`config.mk`:
```
export PLATFORM = sky130hd
export DESIGN_NAME = lp_calc_disp
export DESIGN_NICKNAME = d
export VERILOG_FILES = /design/src/rtl/lp_calc_pkg.sv /design/src/rtl/lp_calc_seg7.sv /design/src/rtl/lp_calc_disp.sv
export SDC_FILE = /design/constraint.sdc
export NUM_CORES = 1
export LEC_CHECK = 0
export BUFFER_PORTS_ARGS = -buffer_cell sky130_fd_sc_hd__buf_2
export CAP_MARGIN = 30
export CORE_MARGIN = 2
export CORE_UTILIZATION = 50
export CTS_BUF_LIST = sky130_fd_sc_hd__clkbuf_8
export DETAILED_ROUTE_END_ITERATION = 8
export PLACE_DENSITY = 0.69
export REMOVE_ABC_BUFFERS = 1
export SLEW_MARGIN = 5
export SYNTH_ARGS = -nofsm -noshare
export SYNTH_HDL_FRONTEND = slang
export SYNTH_SLANG_ARGS = --single-unit
```
`constraint.sdc`:
```
create_clock -name clk -period 5.28 [get_ports clk]
set_input_delay 0.528 -clock clk [delete_from_list [all_inputs] [get_ports clk]]
set_output_delay 0.528 -clock clk [all_outputs]
set_load 0.02 [all_outputs]
```
`src/rtl/lp_calc_pkg.sv`:
```
// Shared definitions for the calculator result display engine.
// Optional leading-zero blanking is enabled by defining LP_CALC_DISP_LZB_EN.
package lp_calc_pkg;

    localparam int unsigned NUM_DIGITS = 3;
    localparam int unsigned DAB_STEPS  = 8;
    localparam int unsigned DIGIT_W    = 4;
    localparam int unsigned VAL_W      = 8;
    localparam int unsigned BCD_W      = NUM_DIGITS * DIGIT_W;
    localparam int unsigned SEG_W      = 7;
    localparam int unsigned STEP_W     = 3;
    localparam int unsigned IDX_W      = 2;

    typedef enum logic [1:0] {
        ST_IDLE  = 2'd0,
        ST_SHIFT = 2'd1,
        ST_LOAD  = 2'd2
    } state_e;

    // Active-low segment codes, bit order {g,f,e,d,c,b,a}
    localparam logic [SEG_W-1:0] SEG_0     = 7'b1000000;
    localparam logic [SEG_W-1:0] SEG_1     = 7'b1111001;
    localparam logic [SEG_W-1:0] SEG_2     = 7'b0100100;
    localparam logic [SEG_W-1:0] SEG_3     = 7'b0110000;
    localparam logic [SEG_W-1:0] SEG_4     = 7'b0011001;
    localparam logic [SEG_W-1:0] SEG_5     = 7'b0010010;
    localparam logic [SEG_W-1:0] SEG_6     = 7'b0000010;
    localparam logic [SEG_W-1:0] SEG_7     = 7'b1111000;
    localparam logic [SEG_W-1:0] SEG_8     = 7'b0000000;
    localparam logic [SEG_W-1:0] SEG_9     = 7'b0010000;
    localparam logic [SEG_W-1:0] SEG_BLANK = 7'b1111111;

    // Double-dabble correction: add 3 to every BCD nibble that is 5 or more
    function automatic logic [BCD_W-1:0] dab_adjust(input logic [BCD_W-1:0] acc);
        logic [BCD_W-1:0] r;
        r = acc;
        for (int i = 0; i < int'(NUM_DIGITS); i++) begin
            if (acc[i*DIGIT_W +: DIGIT_W] >= DIGIT_W'(5))
                r[i*DIGIT_W +: DIGIT_W] = acc[i*DIGIT_W +: DIGIT_W] + DIGIT_W'(3);
        end
        return r;
    endfunction

endpackage

```
`src/rtl/lp_calc_seg7.sv`:
```
// BCD digit to active-low 7-segment code; non-decimal codes are blank.
module lp_calc_seg7
    import lp_calc_pkg::*;
(
    input  logic [DIGIT_W-1:0] digit_i,
    output logic [SEG_W-1:0]   seg_c
);

    // Pure lookup, no state
    always_comb begin
        seg_c = SEG_BLANK;
        case (digit_i)
            4'd0:    seg_c = SEG_0;
            4'd1:    seg_c = SEG_1;
            4'd2:    seg_c = SEG_2;
            4'd3:    seg_c = SEG_3;
            4'd4:    seg_c = SEG_4;
            4'd5:    seg_c = SEG_5;
            4'd6:    seg_c = SEG_6;
            4'd7:    seg_c = SEG_7;
            4'd8:    seg_c = SEG_8;
            4'd9:    seg_c = SEG_9;
            default: seg_c = SEG_BLANK;
        endcase
    end

endmodule

```
`src/rtl/lp_calc_disp.sv`:
```
// Result display engine: iterative binary-to-BCD conversion (one shift per
// cycle) feeding a multiplexed active-low 3-digit 7-segment display.
// Define LP_CALC_DISP_LZB_EN to blank leading zeros.
module lp_calc_disp
    import lp_calc_pkg::*;
#(
    parameter int unsigned SCAN_DIV = 16
) (
    input  logic              clk,
    input  logic              rst_n,
    input  logic              start,
    input  logic [VAL_W-1:0]  result,
    output logic              busy,
    output logic              done,
    output logic [BCD_W-1:0]  bcd,
    output logic [SEG_W-1:0]  seg,
    output logic [NUM_DIGITS-1:0] an
);

    localparam int unsigned CNT_W = (SCAN_DIV > 2) ? $clog2(SCAN_DIV) : 1;

    state_e               state_q, state_d;
    logic                 req_q, req_d;
    logic [VAL_W-1:0]     res_q, res_d;
    logic [VAL_W-1:0]     shreg_q, shreg_d;
    logic [BCD_W-1:0]     acc_q, acc_d;
    logic [STEP_W-1:0]    step_q, step_d;
    logic                 busy_q, busy_d;
    logic                 done_q, done_d;
    logic [BCD_W-1:0]     bcd_q, bcd_d;
    logic [VAL_W-1:0]     last_q, last_d;
    logic                 valid_q, valid_d;
    logic [CNT_W-1:0]     cnt_q, cnt_d;
    logic [IDX_W-1:0]     idx_q, idx_d;
    logic [SEG_W-1:0]     seg_q, seg_d;
    logic [NUM_DIGITS-1:0] an_q, an_d;

    logic [DIGIT_W-1:0]   digit_sel;
    logic [SEG_W-1:0]     seg_dec_c;
    logic                 show;

    // All state registers; reset blanks the display and forgets the last value
    always_ff @(posedge clk or negedge rst_n) begin
        if (!rst_n) begin
            state_q <= ST_IDLE;
            req_q   <= 1'b0;
            res_q   <= '0;
            shreg_q <= '0;
            acc_q   <= '0;
            step_q  <= '0;
            busy_q  <= 1'b0;
            done_q  <= 1'b0;
            bcd_q   <= '0;
            last_q  <= '0;
            valid_q <= 1'b0;
            cnt_q   <= '0;
            idx_q   <= '0;
            seg_q   <= SEG_BLANK;
            an_q    <= '1;
        end else begin
            state_q <= state_d;
            req_q   <= req_d;
            res_q   <= res_d;
            shreg_q <= shreg_d;
            acc_q   <= acc_d;
            step_q  <= step_d;
            busy_q  <= busy_d;
            done_q  <= done_d;
            bcd_q   <= bcd_d;
            last_q  <= last_d;
            valid_q <= valid_d;
            cnt_q   <= cnt_d;
            idx_q   <= idx_d;
            seg_q   <= seg_d;
            an_q    <= an_d;
        end
    end

    // Conversion FSM; start/result are captured in IDLE and acted on next cycle
    always_comb begin
        state_d = state_q;
        req_d   = 1'b0;
        res_d   = res_q;
        shreg_d = shreg_q;
        acc_d   = acc_q;
        step_d  = step_q;
        busy_d  = busy_q;
        done_d  = 1'b0;
        bcd_d   = bcd_q;
        last_d  = last_q;
        valid_d = valid_q;

        if (state_q == ST_IDLE && !req_q && start) begin
            req_d = 1'b1;
            res_d = result;
        end

        case (state_q)
            ST_IDLE: begin
                if (req_q) begin
                    if (valid_q && (res_q == last_q)) begin
                        done_d = 1'b1;
                    end else begin
                        shreg_d = res_q;
                        acc_d   = '0;
                        step_d  = '0;
                        busy_d  = 1'b1;
                        state_d = ST_SHIFT;
                    end
                end
            end
            ST_SHIFT: begin
                {acc_d, shreg_d} = {dab_adjust(acc_q), shreg_q} << 1;
                step_d = step_q + STEP_W'(1);
                if (step_q == STEP_W'(DAB_STEPS - 1))
                    state_d = ST_LOAD;
            end
            ST_LOAD: begin
                bcd_d   = acc_q;
                last_d  = res_q;
                valid_d = 1'b1;
                done_d  = 1'b1;
                busy_d  = 1'b0;
                state_d = ST_IDLE;
            end
            default: begin
                busy_d  = 1'b0;
                state_d = ST_IDLE;
            end
        endcase
    end

    // Digit currently selected by the scan index
    always_comb begin
        digit_sel = '0;
        case (idx_q)
            2'd0:    digit_sel = bcd_q[0*DIGIT_W +: DIGIT_W];
            2'd1:    digit_sel = bcd_q[1*DIGIT_W +: DIGIT_W];
            default: digit_sel = bcd_q[2*DIGIT_W +: DIGIT_W];
        endcase
    end

    lp_calc_seg7 u_seg7 (
        .digit_i (digit_sel),
        .seg_c   (seg_dec_c)
    );

    // Free-running scan and registered anode/segment drive
    always_comb begin
        cnt_d = cnt_q + CNT_W'(1);
        idx_d = idx_q;
        if (cnt_q == CNT_W'(SCAN_DIV - 1)) begin
            cnt_d = '0;
            idx_d = (idx_q == IDX_W'(NUM_DIGITS - 1)) ? '0 : idx_q + IDX_W'(1);
        end

        show = valid_q;
`ifdef LP_CALC_DISP_LZB_EN
        if (idx_q == 2'd2 && bcd_q[2*DIGIT_W +: DIGIT_W] == '0)
            show = 1'b0;
        if (idx_q == 2'd1 && bcd_q[2*DIGIT_W +: DIGIT_W] == '0
                          && bcd_q[1*DIGIT_W +: DIGIT_W] == '0)
            show = 1'b0;
`endif

        an_d  = show ? ~(3'b001 << idx_q) : 3'b111;
        seg_d = show ? seg_dec_c : SEG_BLANK;
    end

    assign busy = busy_q;
    assign done = done_q;
    assign bcd  = bcd_q;
    assign seg  = seg_q;
    assign an   = an_q;

endmodule

```
Word level (Yosys, flattened, before mapping)
Memories as Yosys holds them, arrays and structs flattened.
Cells that the tools add are included.
{"block": "op_classes", "magnitude_cmp": 3, "n_bitwise": 2, "addsub": 6, "muxes": 28, "shift": 1, "n_reduce_logical": 10, "eq_ne": 10}
{"cell": "$mux W12", "n": 2}
{"cell": "$pmux W12 S2", "n": 1}
{"cell": "$mux W8", "n": 2}
{"cell": "$pmux W8 S2", "n": 1}
{"cell": "$ge A4 B3 Y1 const B", "n": 3}
{"cell": "$mux W3", "n": 4}
{"cell": "$mux W4", "n": 3}
{"cell": "$reduce_and A3 Y1", "n": 3}
{"cell": "$add A4 B2 Y4 const B", "n": 2}
{"cell": "$eq A8 B8 Y1", "n": 1}
{"cell": "$mux W2", "n": 4}
{"cell": "$pmux W4 S2", "n": 1}
{"cell": "$mux W7", "n": 1}
{"cell": "$ne A2 B2 Y1 const B", "n": 3}
{"cell": "$pmux W3 S2", "n": 1}
{"cell": "$mux W1", "n": 5}
{"cell": "$add A4 B1 Y4 const B", "n": 1}
{"cell": "$eq A2 B1 Y1 const B", "n": 2}
{"cell": "$eq A2 B2 Y1 const B", "n": 2}
{"cell": "$eq A4 B4 Y1 const B", "n": 1}
{"cell": "$logic_not A2 Y1", "n": 2}
{"cell": "$pmux W1 S2", "n": 2}
{"cell": "$pmux W2 S2", "n": 1}
{"cell": "$add A3 B1 Y3 const B", "n": 1}
{"cell": "9 further kinds", "n": 11}
{"block": "word_totals", "rom_bits": 112, "mem_count": 1, "input_bits": 11, "regBits": 73}
{"memory": "(no name shown)", "words": 16, "word_bits": 7, "read_ports": 1, "rd_ports_with_merged_regs": 0, "wr": 0, "line_no": "lp_calc_seg7.sv:12", "source": "case (digit_i)"}

Logic depth before layout (Yosys ltp)
{"block": "depth", "ltp_word": 5, "depth_mapped": 8, "ltp_nobuf": 6}

By module
Synthesis repeated with hierarchy kept, for this count alone.
{"block": "unflattened", "cells_unflattened": 354, "area_unflattened_um2": 3806.2}
{"module": "lp_calc_disp", "instances": 1, "seq_area_each_um2": 1839.3, "area_each_um2": 3595.9, "cells_per_inst": 321}
{"module": "lp_calc_seg7", "instances": 1, "seq_area_each_um2": 0.0, "area_each_um2": 210.2, "cells_per_inst": 33}

Least setup slack after synthesis
No wires, ideal clock.
{"block": "synth_path", "kind": "flip-flop to flip-flop", "startpoint": "reg res_q[4]", "endpoint": "reg shreg_q[3]", "setup_slack_ns": 3.593, "period_less_slack_ns": 1.687, "t_required_ns": 5.155, "setup_time_ns": 0.125, "arrival_ns": 1.562, "n_path_buf": 1, "path_stages_with_launch": 6, "cell_sequence": "dfrtp_1 > xor2_1 > nor4_4 > a41oi_4 > buf_6 > mux2_4"}
{"block": "synth_between", "elab_chain_cells": 4}
{"item": "start: declaration", "line_no": "lp_calc_disp.sv:24", "source": "logic [VAL_W-1:0] res_q, res_d;"}
{"item": "start signal: assignment", "line_no": "lp_calc_disp.sv:63", "source": "res_q <= res_d;"}
{"item": "$eq A8 B8 Y1", "line_no": "lp_calc_disp.sv:101", "source": "if (valid_q && (res_q == last_q)) begin"}
{"item": "$logic_and A1 B1 Y1", "line_no": "lp_calc_disp.sv:101"}
{"item": "$ne A2 B2 Y1 (no line)"}
{"item": "$reduce_and A3 Y1 (no line)"}
{"item": "end signal: assignment", "line_no": "lp_calc_disp.sv:64", "source": "shreg_q <= shreg_d;"}
{"item": "end: declaration", "line_no": "lp_calc_disp.sv:25", "source": "logic [VAL_W-1:0] shreg_q, shreg_d;"}
No other way between the ends.
A chain may end at the register's enable or synchronous reset.

Worst setup path after layout
{"block": "layout_path", "startpoint": "reg res_q[5]", "endpoint": "reg shreg_q[7]"}
The elaborated chain is that of the path after synthesis.

==> flow_summary.json <==
{
  "firstDrtPassIters": 4,
  "rows": 30,
  "cts.path.max_buffers": 2,
  "cp_data_required_time_ps": 5510,
  "ys_seq_area_frac": 0.543,
  "n_antenna_cell": 0,
  "grt_antenna_before_repair": 0,
  "worstMarginPinSlew_ps": 805,
  "synth-compound-area-share": 0.116,
  "htree_levels": 3,
  "gp_congestion": 0.863,
  "crit_arrival_ps": 2240,
  "fp.dieH_microns": 86.3,
  "dieArea_sq_um": 7450,
  "gr-total-overflow": 0,
  "cts_tree": "built",
  "final_nets": 350,
  "synth_xor_area_frac": 0.0388,
  "die_w_microns": 86.3,
  "yosys_warnings": 0,
  "synth-simple-area-share": 0.0938,
  "ctsResizeCount": 0,
  "hold_path.class": "in -> async",
  "crit_family": "compound AO/OA/AOI/OAI gates",
  "maxCapViolations": 0,
  "grt_pass1_wl_mm": 10.3,
  "synth.distinct_cells": 41,
  "first_iter_violations": 155,
  "final.setup_skew_ps": 5.81,
  "clock-sinks": 73,
  "worst_slew_margin_rel": 0.464,
  "initial_utilization": 0.507,
  "setup_viol": 0,
  "synth_edf_count": 0,
  "wl_met3_microns": 170,
  "wl_met1_mm": 2.65,
  "finalWorstPathRequiredPeriod_ps": 2010,
  "vdd_drop_max_mv": 0.237,
  "status": "completed",
  "synth_top_family_by_area": "multiplexers",
  "synth_area_sq_um": 3390,
  "rr_startpoint": "res_q[5]$_DFFE_PN0P_",
  "via_count": 2262,
  "endpoint_kind": "flop",
  "worst-path-max-fanout": 23,
  "leakagePower_nw": 1.79,
  "synthAdderAreaFrac": 0.0443,
  "routed.top_layer": "met4",
  "wirelength_mm": 5.96,
  "cts_hold_buf": 0,
  "clock_latency_ps": 350,
  "root_buffer": "clkbuf_8",
  "ys_seq_elements": 73,
  "timing_hold_violations_final": 0,
  "grt_setup_unrepaired": "false",
  "numPortBuffers": 34,
  "power_density_nw_per_um2": 613,
  "grt_usage": 0.178,
  "rr_endpoint": "shreg_q[7]$_DFFE_PN0P_",
  "path_clk_slew_ps": 80,
  "timing.setup.tns_ps": 0,
  "worst-r2r-setup-slack_ps": 3270,
  "ff2ff_path_depth": 4,
  "synth-main-ff-cell": "dfrtp_1",
  "postRouteAntennaNets": 0,
  "synthMuxAreaShare": 0.124,
  "cts_inserted_buffers": 9,
  "core_area_sq_um": 6680,
  "cp_num_buf_inv": 0,
  "detailed_place_hpwl_mm": 4.12,
  "syn_area_per_cell_sq_um": 11.7,
  "cp-start-kind": "flop",
  "cp_cell_sequence": "xor2_1 > nor4_4 > a41oi_4 > mux2_2",
  "netlist_instances": 290,
  "fmax_mhz": 499,
  "routedWlPerCell_microns": 14.5,
  "remaining_drc_errors": 0,
  "syn_to_final_growth_pct": 15.0,
  "io_pins": 35,
  "grt_max_degree": 74,
  "drv_slew": 0,
  "vias_per_cell": 5.49,
  "wl_met2_mm": 2.97,
  "path_class": "reg -> reg",
  "grt_pass1_vias": 2212,
  "slowest_delay_ps": 680,
  "async_flop_share": 1.00,
  "holdWs_ps": 258,
  "cpMaxStageDelayCell": "a41oi_4",
  "layout-drive-gt1-share": 0.295,
  "cts_setup_buffers": 0,
  "post-route-period-util": 0.380,
  "crit_start": "res_q[5]$_DFFE_PN0P_"
}
[state kept, by name, indices dropped and copies added, names as in the netlist]
| name | cells |
|---|---|
| acc_q | 12 |
| an | 3 |
| bcd | 12 |
| busy | 1 |
| cnt_q | 4 |
| done | 1 |
| idx_q | 2 |
| last_q | 8 |
| req_q | 1 |
| res_q | 8 |
| seg | 7 |
| show | 1 |
| shreg_q | 8 |
| state_q | 2 |
| step_q | 3 |
[synth_stat cells (all sizes together) (3+ instances only)]
master / count / area (sq um)
dfrtp: 63 / 1580
o21ai: 34 / 174
mux2: 29 / 342
nand2: 25 / 93.8
inv: 21 / 78.8
ha: 12 / 150
dfstp: 10 / 263
xor2: 9 / 78.8
buf: 8 / 45.0
mux2i: 8 / 80.1
a21oi: 7 / 35.0
xnor2: 6 / 52.6
a31oi: 5 / 31.3
nand3: 5 / 25.0
nand4: 5 / 31.3
nor2: 5 / 18.8
nor4: 5 / 46.3
nand2b: 4 / 25.0
clkbuf: 3 / 11.3
nor3: 3 / 20.0
o22ai: 3 / 18.8
o2bb2ai: 3 / 26.3
[logic make-up after synthesis]
family	Yosys count
AND/OR/NAND/NOR	58
flip-flops	73
AO/OA/AOI/OAI	63
buffers and inverters	32
multiplexers	37
adder cells (fa/ha/maj)	12
XOR/XNOR	15
[per-stage QoR]
stage / util / worst slack [ps] / area [sq um] / power, W / instances
6_report: 0.583 / 3270 / 3900 / 0.00239 / 412
5_1_grt: 0.583 / 3140 / 3900 / 0.00257 / 412
4_1_cts: 0.579 / 3270 / 3870 / 0.00241 / 411
3_5_place_dp: 0.543 / 3280 / 3630 / 0.00188 / 395
3_3_place_gp: 0.540 / 3320 / 3610 / 0.00184 / 394
2_1_floorplan: - / 3510 / 3330 / 0.00164 / 279
[layout make-up]
cell class,instances,area (sq um)
Timing Repair Buffer,37,220
Inverter,21,78.8
Clock inverter,7,119
Tap cell,80,100
Clock buffer,9,124
Fill cell,538,2790
Multi-Input combinational cell,185,1420
Sequential cell,73,1840
[layer usage]
metal,track usage,up-vias
met2,0.287,44
met3,0.0343,13
met4,0.104,0
li1,-,1099
met5,0,-
met1,0.223,1106
[power breakdown]
group	total (W)	internal, W	leakage, nW	switching (W)
sequential	0.000935	0.000785	0.915	0.000150
combinational	0.000930	0.000416	0.762	0.000513
clock	0.000525	0.000313	0.115	0.000211
[placed cells by master (no fill, tap or decap), types with 2 or more instances in the layout]
cell / instances
a211oi_1: 2
a21oi_1: 7
a31oi_1: 5
and3_1: 2
buf_2: 34
bufinv_16: 3
clkbuf_8: 9
clkinvlp_4: 2
dfrtp_1: 63
dfstp_2: 10
ha_1: 12
inv_1: 21
mux2_2: 25
mux2_4: 4
mux2i_1: 8
nand2_1: 25
nand2b_1: 4
nand3_1: 5
nand3b_1: 2
nand4_1: 5
nor2_1: 5
nor3_1: 2
nor4_1: 4
o21a_1: 2
o21ai_0: 31
o21ai_1: 2
o22ai_1: 3
o2bb2ai_1: 3
o32ai_1: 2
xnor2_1: 6
xor2_1: 9
[tightest hold or removal path, delay by kind of cell]
family | cells | cell delay, ps
buffers and inverters | 3 | 470
[how the worst max path moves through the flow]
| stage | endpoint | slack (ps) | depth (start not counted) |
|---|---|---|---|
| finish | shreg_q[7]$_DFFE_PN0P_ | 3270 | 4 |
| global route | seg[3]$_DFF_PN1_ | 3140 | 6 |
| CTS | shreg_q[1]$_DFFE_PN0P_ | 3270 | 4 |
| detailed placement | shreg_q[1]$_DFFE_PN0P_ | 3280 | 4 |
| global placement | shreg_q[7]$_DFFE_PN0P_ | 3320 | 4 |
| floorplan | shreg_q[1]$_DFFE_PN0P_ | 3510 | 4 |
No activity file was read; power rests on OpenSTA's default activity.
